[config.mk]
export PLATFORM = sky130hd
export DESIGN_NAME = button_conditioner
export DESIGN_NICKNAME = d
export VERILOG_FILES = /design/src/rtl/btn_pkg.sv /design/src/rtl/debounce_ch.sv /design/src/rtl/button_conditioner.sv
export SDC_FILE = /design/constraint.sdc
export NUM_CORES = 1
export LEC_CHECK = 0
export BUFFER_PORTS_ARGS = -buffer_cell sky130_fd_sc_hd__buf_2
export CAP_MARGIN = 20
export CORE_ASPECT_RATIO = 1.4
export CORE_MARGIN = 3
export CORE_UTILIZATION = 55
export DETAILED_ROUTE_END_ITERATION = 7
export PLACE_DENSITY_LB_ADDON = 0.25
export SYNTH_ARGS = -nofsm -noshare
export SYNTH_HDL_FRONTEND = slang
export SYNTH_SLANG_ARGS = --single-unit
[constraint.sdc]
create_clock -name clk -period 1.8 [get_ports clk]
set_clock_uncertainty 0.1 [all_clocks]
set_input_delay 0.27 -clock clk [delete_from_list [all_inputs] [get_ports clk]]
set_output_delay 0.27 -clock clk [all_outputs]
set_load 0.03 [all_outputs]
[src/rtl/btn_pkg.sv]
// -----------------------------------------------------------------------------
// btn_pkg
//
// Shared constants and helpers for the board input conditioning stage.
//
// Contents:
//   N_IN_DEF         default number of input channels (I1..I5)
//   CLK_HZ_DEF       default system clock frequency in Hz (25 MHz, pin P3)
//   DEBOUNCE_MS_DEF  default required stable time in milliseconds
//   db_cycles()      converts a clock frequency and a stable time in ms into
//                    a stable time in clock cycles
//   cnt_width()      width of the per-channel stable counter for a given
//                    stable time in cycles (never less than 1 bit)
// -----------------------------------------------------------------------------
package btn_pkg;

    localparam int N_IN_DEF        = 5;
    localparam int CLK_HZ_DEF      = 25_000_000;
    localparam int DEBOUNCE_MS_DEF = 10;

    // Divide first so the intermediate product stays inside 32 bits for any
    // realistic clock frequency.
    function automatic int db_cycles(input int clk_hz, input int ms);
        return (clk_hz / 1000) * ms;
    endfunction

    // The counter only has to reach db-1, so $clog2(db) bits suffice.
    // A 1-bit floor keeps the vector legal for the smallest stable time.
    function automatic int cnt_width(input int db);
        return (db > 1) ? $clog2(db) : 1;
    endfunction

endpackage : btn_pkg

[src/rtl/debounce_ch.sv]
// -----------------------------------------------------------------------------
// debounce_ch
//
// One input channel of the button conditioner: a 2-flop synchronizer, a
// stable-time counter, the debounced level, registered rise/fall pulses and a
// level that toggles on every press.
//
// Parameters:
//   DB_CYCLES  number of consecutive synchronized samples that must differ
//              from the current level before the level follows them
//              (legal range 2 .. 2^20-1)
//
// Ports:
//   clk     input   system clock
//   rst_n   input   asynchronous active-low reset
//   raw     input   raw pin level, asynchronous to clk
//   level   output  debounced level
//   rise    output  one-cycle pulse when level goes 0->1
//   fall    output  one-cycle pulse when level goes 1->0
//   toggle  output  flips on every rise
//
// Latency: with raw constant from the first sampling edge onward, level,
// rise/fall and toggle all change after edge DB_CYCLES+2 (two synchronizer
// edges plus DB_CYCLES counted samples). Every output is a flop; there is no
// combinational path from raw to any output.
// -----------------------------------------------------------------------------
module debounce_ch
    import btn_pkg::*;
#(
    parameter int DB_CYCLES = db_cycles(CLK_HZ_DEF, DEBOUNCE_MS_DEF)
) (
    input  logic clk,
    input  logic rst_n,
    input  logic raw,
    output logic level,
    output logic rise,
    output logic fall,
    output logic toggle
);

    localparam int            CW       = cnt_width(DB_CYCLES);
    localparam logic [CW-1:0] CNT_TERM = CW'(DB_CYCLES - 1);

    logic          s1;
    logic          s2;
    logic [CW-1:0] cnt;
    logic          differs;
    logic          update;

    // s2 is the only consumer of the raw pin downstream of the synchronizer.
    assign differs = (s2 != level);

    // The level flips on the DB_CYCLES-th consecutive differing sample: the
    // counter has already seen DB_CYCLES-1 of them and this is one more.
    assign update  = differs && (cnt == CNT_TERM);

    always_ff @(posedge clk or negedge rst_n) begin
        if (!rst_n) begin
            s1     <= 1'b0;
            s2     <= 1'b0;
            cnt    <= '0;
            level  <= 1'b0;
            rise   <= 1'b0;
            fall   <= 1'b0;
            toggle <= 1'b0;
        end else begin
            s1 <= raw;
            s2 <= s1;

            // Any sample agreeing with the level discards the partial count,
            // so short glitches never add up. The counter stops at CNT_TERM
            // because reaching it with a differing sample always clears it.
            if (!differs) begin
                cnt <= '0;
            end else if (update) begin
                cnt   <= '0;
                level <= s2;
            end else begin
                cnt <= cnt + CW'(1);
            end

            // Pulses are registered alongside the level update so all outputs
            // move on the same edge. s2 is the new level when update is high.
            rise <= update &  s2;
            fall <= update & ~s2;

            if (update && s2) begin
                toggle <= ~toggle;
            end
        end
    end

endmodule : debounce_ch

[src/rtl/button_conditioner.sv]
// -----------------------------------------------------------------------------
// button_conditioner
//
// Input conditioning stage for the active-high board inputs I1..I5
// (pins D1, C1, C2, E3, B4). Each channel is synchronized to clk, debounced
// with a stable-time counter and presented as a clean level, one-cycle
// rise/fall pulses and a press-toggled state. Channels share no state.
//
// Parameters:
//   N_IN         number of independent channels
//   CLK_HZ       clock frequency in Hz
//   DEBOUNCE_MS  required stable time in ms
//   DB_CYCLES    stable time in clock cycles (defaults to CLK_HZ/1000*DEBOUNCE_MS,
//                overridable, legal range 2 .. 2^20-1)
//
// Ports:
//   clk         input   system clock (25 MHz, pin P3)
//   rst_n       input   asynchronous active-low reset
//   btn_raw     input   raw pin levels, bit 0 = I1 .. bit 4 = I5, async to clk
//   btn_level   output  debounced level per channel
//   btn_rise    output  one-cycle pulse when btn_level goes 0->1
//   btn_fall    output  one-cycle pulse when btn_level goes 1->0
//   btn_toggle  output  flips on every btn_rise of that channel
// -----------------------------------------------------------------------------
module button_conditioner
    import btn_pkg::*;
#(
    parameter int N_IN        = N_IN_DEF,
    parameter int CLK_HZ      = CLK_HZ_DEF,
    parameter int DEBOUNCE_MS = DEBOUNCE_MS_DEF,
    parameter int DB_CYCLES   = db_cycles(CLK_HZ, DEBOUNCE_MS)
) (
    input  logic            clk,
    input  logic            rst_n,
    input  logic [N_IN-1:0] btn_raw,
    output logic [N_IN-1:0] btn_level,
    output logic [N_IN-1:0] btn_rise,
    output logic [N_IN-1:0] btn_fall,
    output logic [N_IN-1:0] btn_toggle
);

    for (genvar i = 0; i < N_IN; i++) begin : g_ch
        debounce_ch #(
            .DB_CYCLES (DB_CYCLES)
        ) u_ch (
            .clk    (clk),
            .rst_n  (rst_n),
            .raw    (btn_raw[i]),
            .level  (btn_level[i]),
            .rise   (btn_rise[i]),
            .fall   (btn_fall[i]),
            .toggle (btn_toggle[i])
        );
    end

endmodule : button_conditioner
# [Word level (Yosys, flattened, before mapping)]
# Cells that the tools add are included.
[word_totals] out_inout_bits=20 word_cells=95 ff_bits=120
[op_classes] eq_ne=10 n_addsub=5 mux=10 n_bitwise=20 reduce_logical=15
[ops] op="$mux W18" count=10
[ops] op="$add A18 B1 Y18 const B" count=5
[ops] op="$eq A18 B18 Y1 const B" count=5
[ops] op="$and A1 B1 Y1" count=10
[ops] op="$logic_and A1 B1 Y1" count=10
[ops] op="$not A1 Y1" count=10
[ops] op="$reduce_and A2 Y1" count=5
[ops] op="$ne A1 B1 Y1" count=5

# [Depth between registers and ports, before layout]
[logic_depth] depth_word=4 mapped_depth=7

# [Hierarchy]
# A second synthesis with hierarchy kept.
[unflattened] hier_cells=565 hier_area_um2=5899.4
[modules_own_cells] mod="debounce_ch" cells_each=113 area_per_inst_um2=1179.9 instances=5

# [Worst setup path after synthesis]
# OpenSTA, ideal clock, no wires.
[synth_timing] path_kind="reg-to-reg" startpoint="reg g_ch[0].u_ch.cnt[0]" endpoint="reg g_ch[0].u_ch.cnt[10]" stages_incl_launch_ff=7 synth_period_minus_slack_ps=1934 setup_ps=132 setup_slack_ps=-134 arrival_time_ps=1702 cell_sequence="dfrtp_1 > ha_1 > and3_1 > nand3b_1 > o21ai_1 > clkbuf_1 > nor2_1"
[synth_via] elab_chain_cells=4 word_cells_on_any_way=5
[synth_lines] item="from (decl)" line_no="debounce_ch.sv:46" text="logic [CW-1:0] cnt;"
[synth_lines] item="from (signal assigned)" line_no="debounce_ch.sv:79" text="cnt <= cnt + CW'(1);"
[synth_lines] item="parallel branches: the longest is 2 deep, another holds $add A18 B1 Y18"
[synth_lines] item="$mux W18 *" line_no="debounce_ch.sv:75" text="end else if (update) begin"
[synth_lines] item="$mux W18 *" line_no="debounce_ch.sv:73" text="if (!differs) begin"
# Mark *: on every way between the ends.
# A chain may end at the register's enable or synchronous reset.

# [Worst setup path after layout]
[layout_timing] startpoint="reg g_ch[1].u_ch.cnt[6]" endpoint="reg g_ch[1].u_ch.cnt[17]"
[layout_via] elab_chain_cells=4 word_cells_on_any_way=5
[layout_lines] item="from (decl)" line_no="debounce_ch.sv:46"
[layout_lines] item="from (signal assigned)" line_no="debounce_ch.sv:79"
[layout_lines] item="parallel branches: the longest is 2 deep, another holds $add A18 B1 Y18"
[layout_lines] item="$mux W18 *" line_no="debounce_ch.sv:75"
[layout_lines] item="$mux W18 *" line_no="debounce_ch.sv:73"
# Marked as above.

==> results.py <==
metrics = {
    "clock_network": {
        "ctsHtreeMaxLevel": 4,
        "cts_buffers": 17,
        "clk_path_buf_depth": 2,
        "cts_sinks": 120,
        "cts_tree": "done",
        "clkLatencyLatePin_ns": 0.41,
        "cts_root_buf": "clkbuf_16",
        "path_clk_slew_ns": 0.05,
    },
    "power": {
        "powerDensity_nw_per_um2": 914,
        "power_leakage_nw": 3.07,
        "total_power_w": 0.00653,
        "vdd_drop_max_uv": 791,
    },
    "yosys": {
        "ys_ff_latch": 120,
        "netlist_instances": 562,
        "synth_area_sq_um": 5680,
        "yosys-top-cells-count": "dfrtp_1, nor2_1, xnor2_1",
        "syn_nets": 574,
        "syn_area_per_cell_sq_um": 10.1,
        "ys_warn_count": 0,
        "synth_top_cell_by_area": "dfrtp_1",
        "yosysSeqAreaShare": 0.528,
        "yosys.area.top_type_share": 0.528,
        "async_flop_share": 1.00,
        "ys_types": 42,
        "synth_edf_count": 0,
        "ys.flop_type": "dfrtp_1",
        "synth_most_common_cell": "dfrtp_1",
        "synth.area.top_cells": "dfrtp_1, xnor2_1, nor2_1",
    },
    "timing": {
        "worst_slack_ns": 0.0258,
        "clock.fmax_mhz": 564,
        "worst_pin_slew_ns": 0.534,
        "period_share": 0.986,
        "hold_viol": 0,
        "rsz0062_at_grt": "yes",
        "slew-limit-headroom": 0.644,
        "fin_tns_setup_ns": 0,
        "report.final.slew_viol_count": 0,
        "holdWs_ns": 0.247,
        "finalSetupViolCount": 0,
        "period_needed_ns": 1.77,
    },
    "die": {
        "io_pins": 27,
        "core_sq_um": 10000,
        "rows": 43,
        "chipWidth_um": 91.9,
        "fp.dieH_um": 126,
        "fp.dieArea_sq_um": 11600,
        "start_util": 0.568,
    },
    "cells_and_area": {
        "multi_input_area_sq_um": 2600,
        "area_growth_pct": 25.7,
        "drive_gt1_frac": 0.253,
        "nFillCells": 744,
        "seq_area_sq_um": 3010,
        "nNetsFinal": 655,
        "diodes": 0,
    },
    "min_path": {
        "hold_class": "flop to flop",
    },
    "placement": {
        "gp_congestion": 0.930,
        "portBuffers": 26,
        "dp_hpwl_mm": 7.86,
        "pre_cts_ws_ns": 0.00558,
    },
    "setup_path": {
        "startpoint_type": "flop",
        "required_ns": 2.03,
        "crit_path_end_kind": "flop",
        "critPathKind": "flop to flop",
        "crit_path_max_fanout": 4,
        "arrival_ns": 2.00,
    },
    "run_status": {
        "status": "finished clean",
    },
    "global_routing": {
        "grt_max_degree": 79,
        "antenna_found_initial": 0,
        "grt_pass1_vias": 4673,
        "track_usage": 0.218,
        "grt_pass1_wl_mm": 20.6,
        "grt_overflow": 0,
    },
    "routing": {
        "ant_nets": 0,
        "routed_wl_mm": 12.0,
        "wl_per_cell_um": 15.2,
        "via_count": 4401,
        "drcViolationCount": 0,
        "via_per_inst": 5.56,
        "dr.pass1.iters": 4,
        "drtIter0Drc": 239,
    },
    "flow_run": {
        "drv_cap": 0,
    },
}
-- kinds of logic (layout without fill, tap and decap cells) --
logic type               after synthesis  count (layout)  synth area share
AND/OR/NAND/NOR                      284             284             0.257
flip-flops                           120             120             0.528
XOR/XNOR                              81              81             0.125
buffers and inverters                 44             138            0.0434
AO/OA/AOI/OAI                         21              21            0.0220
multiplexers                           7               7            0.0134
adder cells (fa/ha/maj)                5               5            0.0110
-- report_power, final --
| group | total [W] | internal (W) | switching [W] |
|---|---|---|---|
| logic | 0.000223 | 0.0000858 | 0.000138 |
| registers | 0.00277 | 0.00274 | 0.0000323 |
| clock network | 0.00353 | 0.00239 | 0.00114 |
-- critical path, stage by stage (launching register included) --
cell,delay [ns]
dfrtp_1,0.45
nand3_2,0.10
or3_1,0.37
or4_1,0.52
a21oi_1,0.16
-- metrics by stage --
| stage | utilization | std cells | instance area (sq um) |
|---|---|---|---|
| 2_1_floorplan | - | 562 | 5700 |
| 3_3_place_gp | 0.623 | 745 | 6240 |
| 3_5_place_dp | 0.623 | 745 | 6240 |
| 4_1_cts | 0.692 | 783 | 6930 |
| 5_1_grt | 0.714 | 791 | 7140 |
| 6_report | 0.714 | 791 | 7140 |
-- routing by layer --
layer | wire length (um) | up-vias | part of all wire | track usage
met5 | 0 | - | 0 | 0
met4 | 133 | 0 | 0.011 | 0.106
met3 | 340 | 15 | 0.028 | 0.0514
met2 | 6620 | 80 | 0.55 | 0.380
met1 | 4940 | 2193 | 0.41 | 0.251
li1 | - | 2113 | - | -
-- layout make-up --
cell class / count / share of cell area
clock buffer: 25 / 0.0722
clock inverter: 7 / 0.0158
multi-input combinational: 398 / 0.364
timing repair buffer: 93 / 0.0963
inverter: 13 / 0.00683
tap: 135 / 0.0236
sequential: 120 / 0.421
-- cell usage in the layout (no fill, tap or decap), types with 4 or more instances in the layout --
cell type      synthesis  final
and3_1                11      8
mux2_2                 5      5
clkbuf_8               0      6
o21ai_2                0      5
nand3_1               38     37
buf_2                  3     25
nor3_1                16     16
nor2_1               101    100
buf_4                 20     59
clkbuf_16              0     17
nand2_1               21     20
a21oi_1                6      5
nor3b_1                4      4
or3_1                  4      4
inv_1                 13     13
dfrtp_2                0      6
nor4_2                 0     13
dlygate4sd3_1          0      6
nor4_1                35     21
xor2_1                21     21
dfrtp_1              120    114
nand4_1               25     25
xnor2_1               60     60
-- flip-flops by register name, summed over array words and instances (netlist names) --
signal and cells:
g_ch.u_ch.level 5, g_ch.u_ch.s1 5, g_ch.u_ch.rise 5, g_ch.u_ch.cnt 90, g_ch.u_ch.s2 5, g_ch.u_ch.toggle 5, g_ch.u_ch.fall 5
-- worst paths after layout --
kind / startpoint / end / slack, ns / cells past startpoint
setup / recovery: g_ch[1].u_ch.cnt[6]$_DFF_PN0_ / g_ch[1].u_ch.cnt[17]$_DFF_PN0_ / 0.03 / 4
hold / removal: g_ch[0].u_ch.s1$_DFF_PN0_ / g_ch[0].u_ch.s2$_DFF_PN0_ / 0.25 / 0
setup reg to reg: g_ch[1].u_ch.cnt[6]$_DFF_PN0_ / g_ch[1].u_ch.cnt[17]$_DFF_PN0_ / 0.03 / 4
hold reg to reg: g_ch[0].u_ch.s1$_DFF_PN0_ / g_ch[0].u_ch.s2$_DFF_PN0_ / 0.25 / 0
max in group asynchronous: rst_n / g_ch[3].u_ch.cnt[8]$_DFF_PN0_ / 0.79 / 3
min in group asynchronous: rst_n / g_ch[0].u_ch.fall$_DFF_PN0_ / 0.32 / 3
-- repair_timing --
| action | CTS | global route |
|---|---|---|
| hold buffers | 6 | 0 |
| endpoints found under the setup margin | 0 | 45 |
| gates resized for setup | 0 | 36 |
| buffers inserted | 0 | 8 |
| hold endpoints to repair | 125 | 0 |
(Power assumes the default switching activity.)
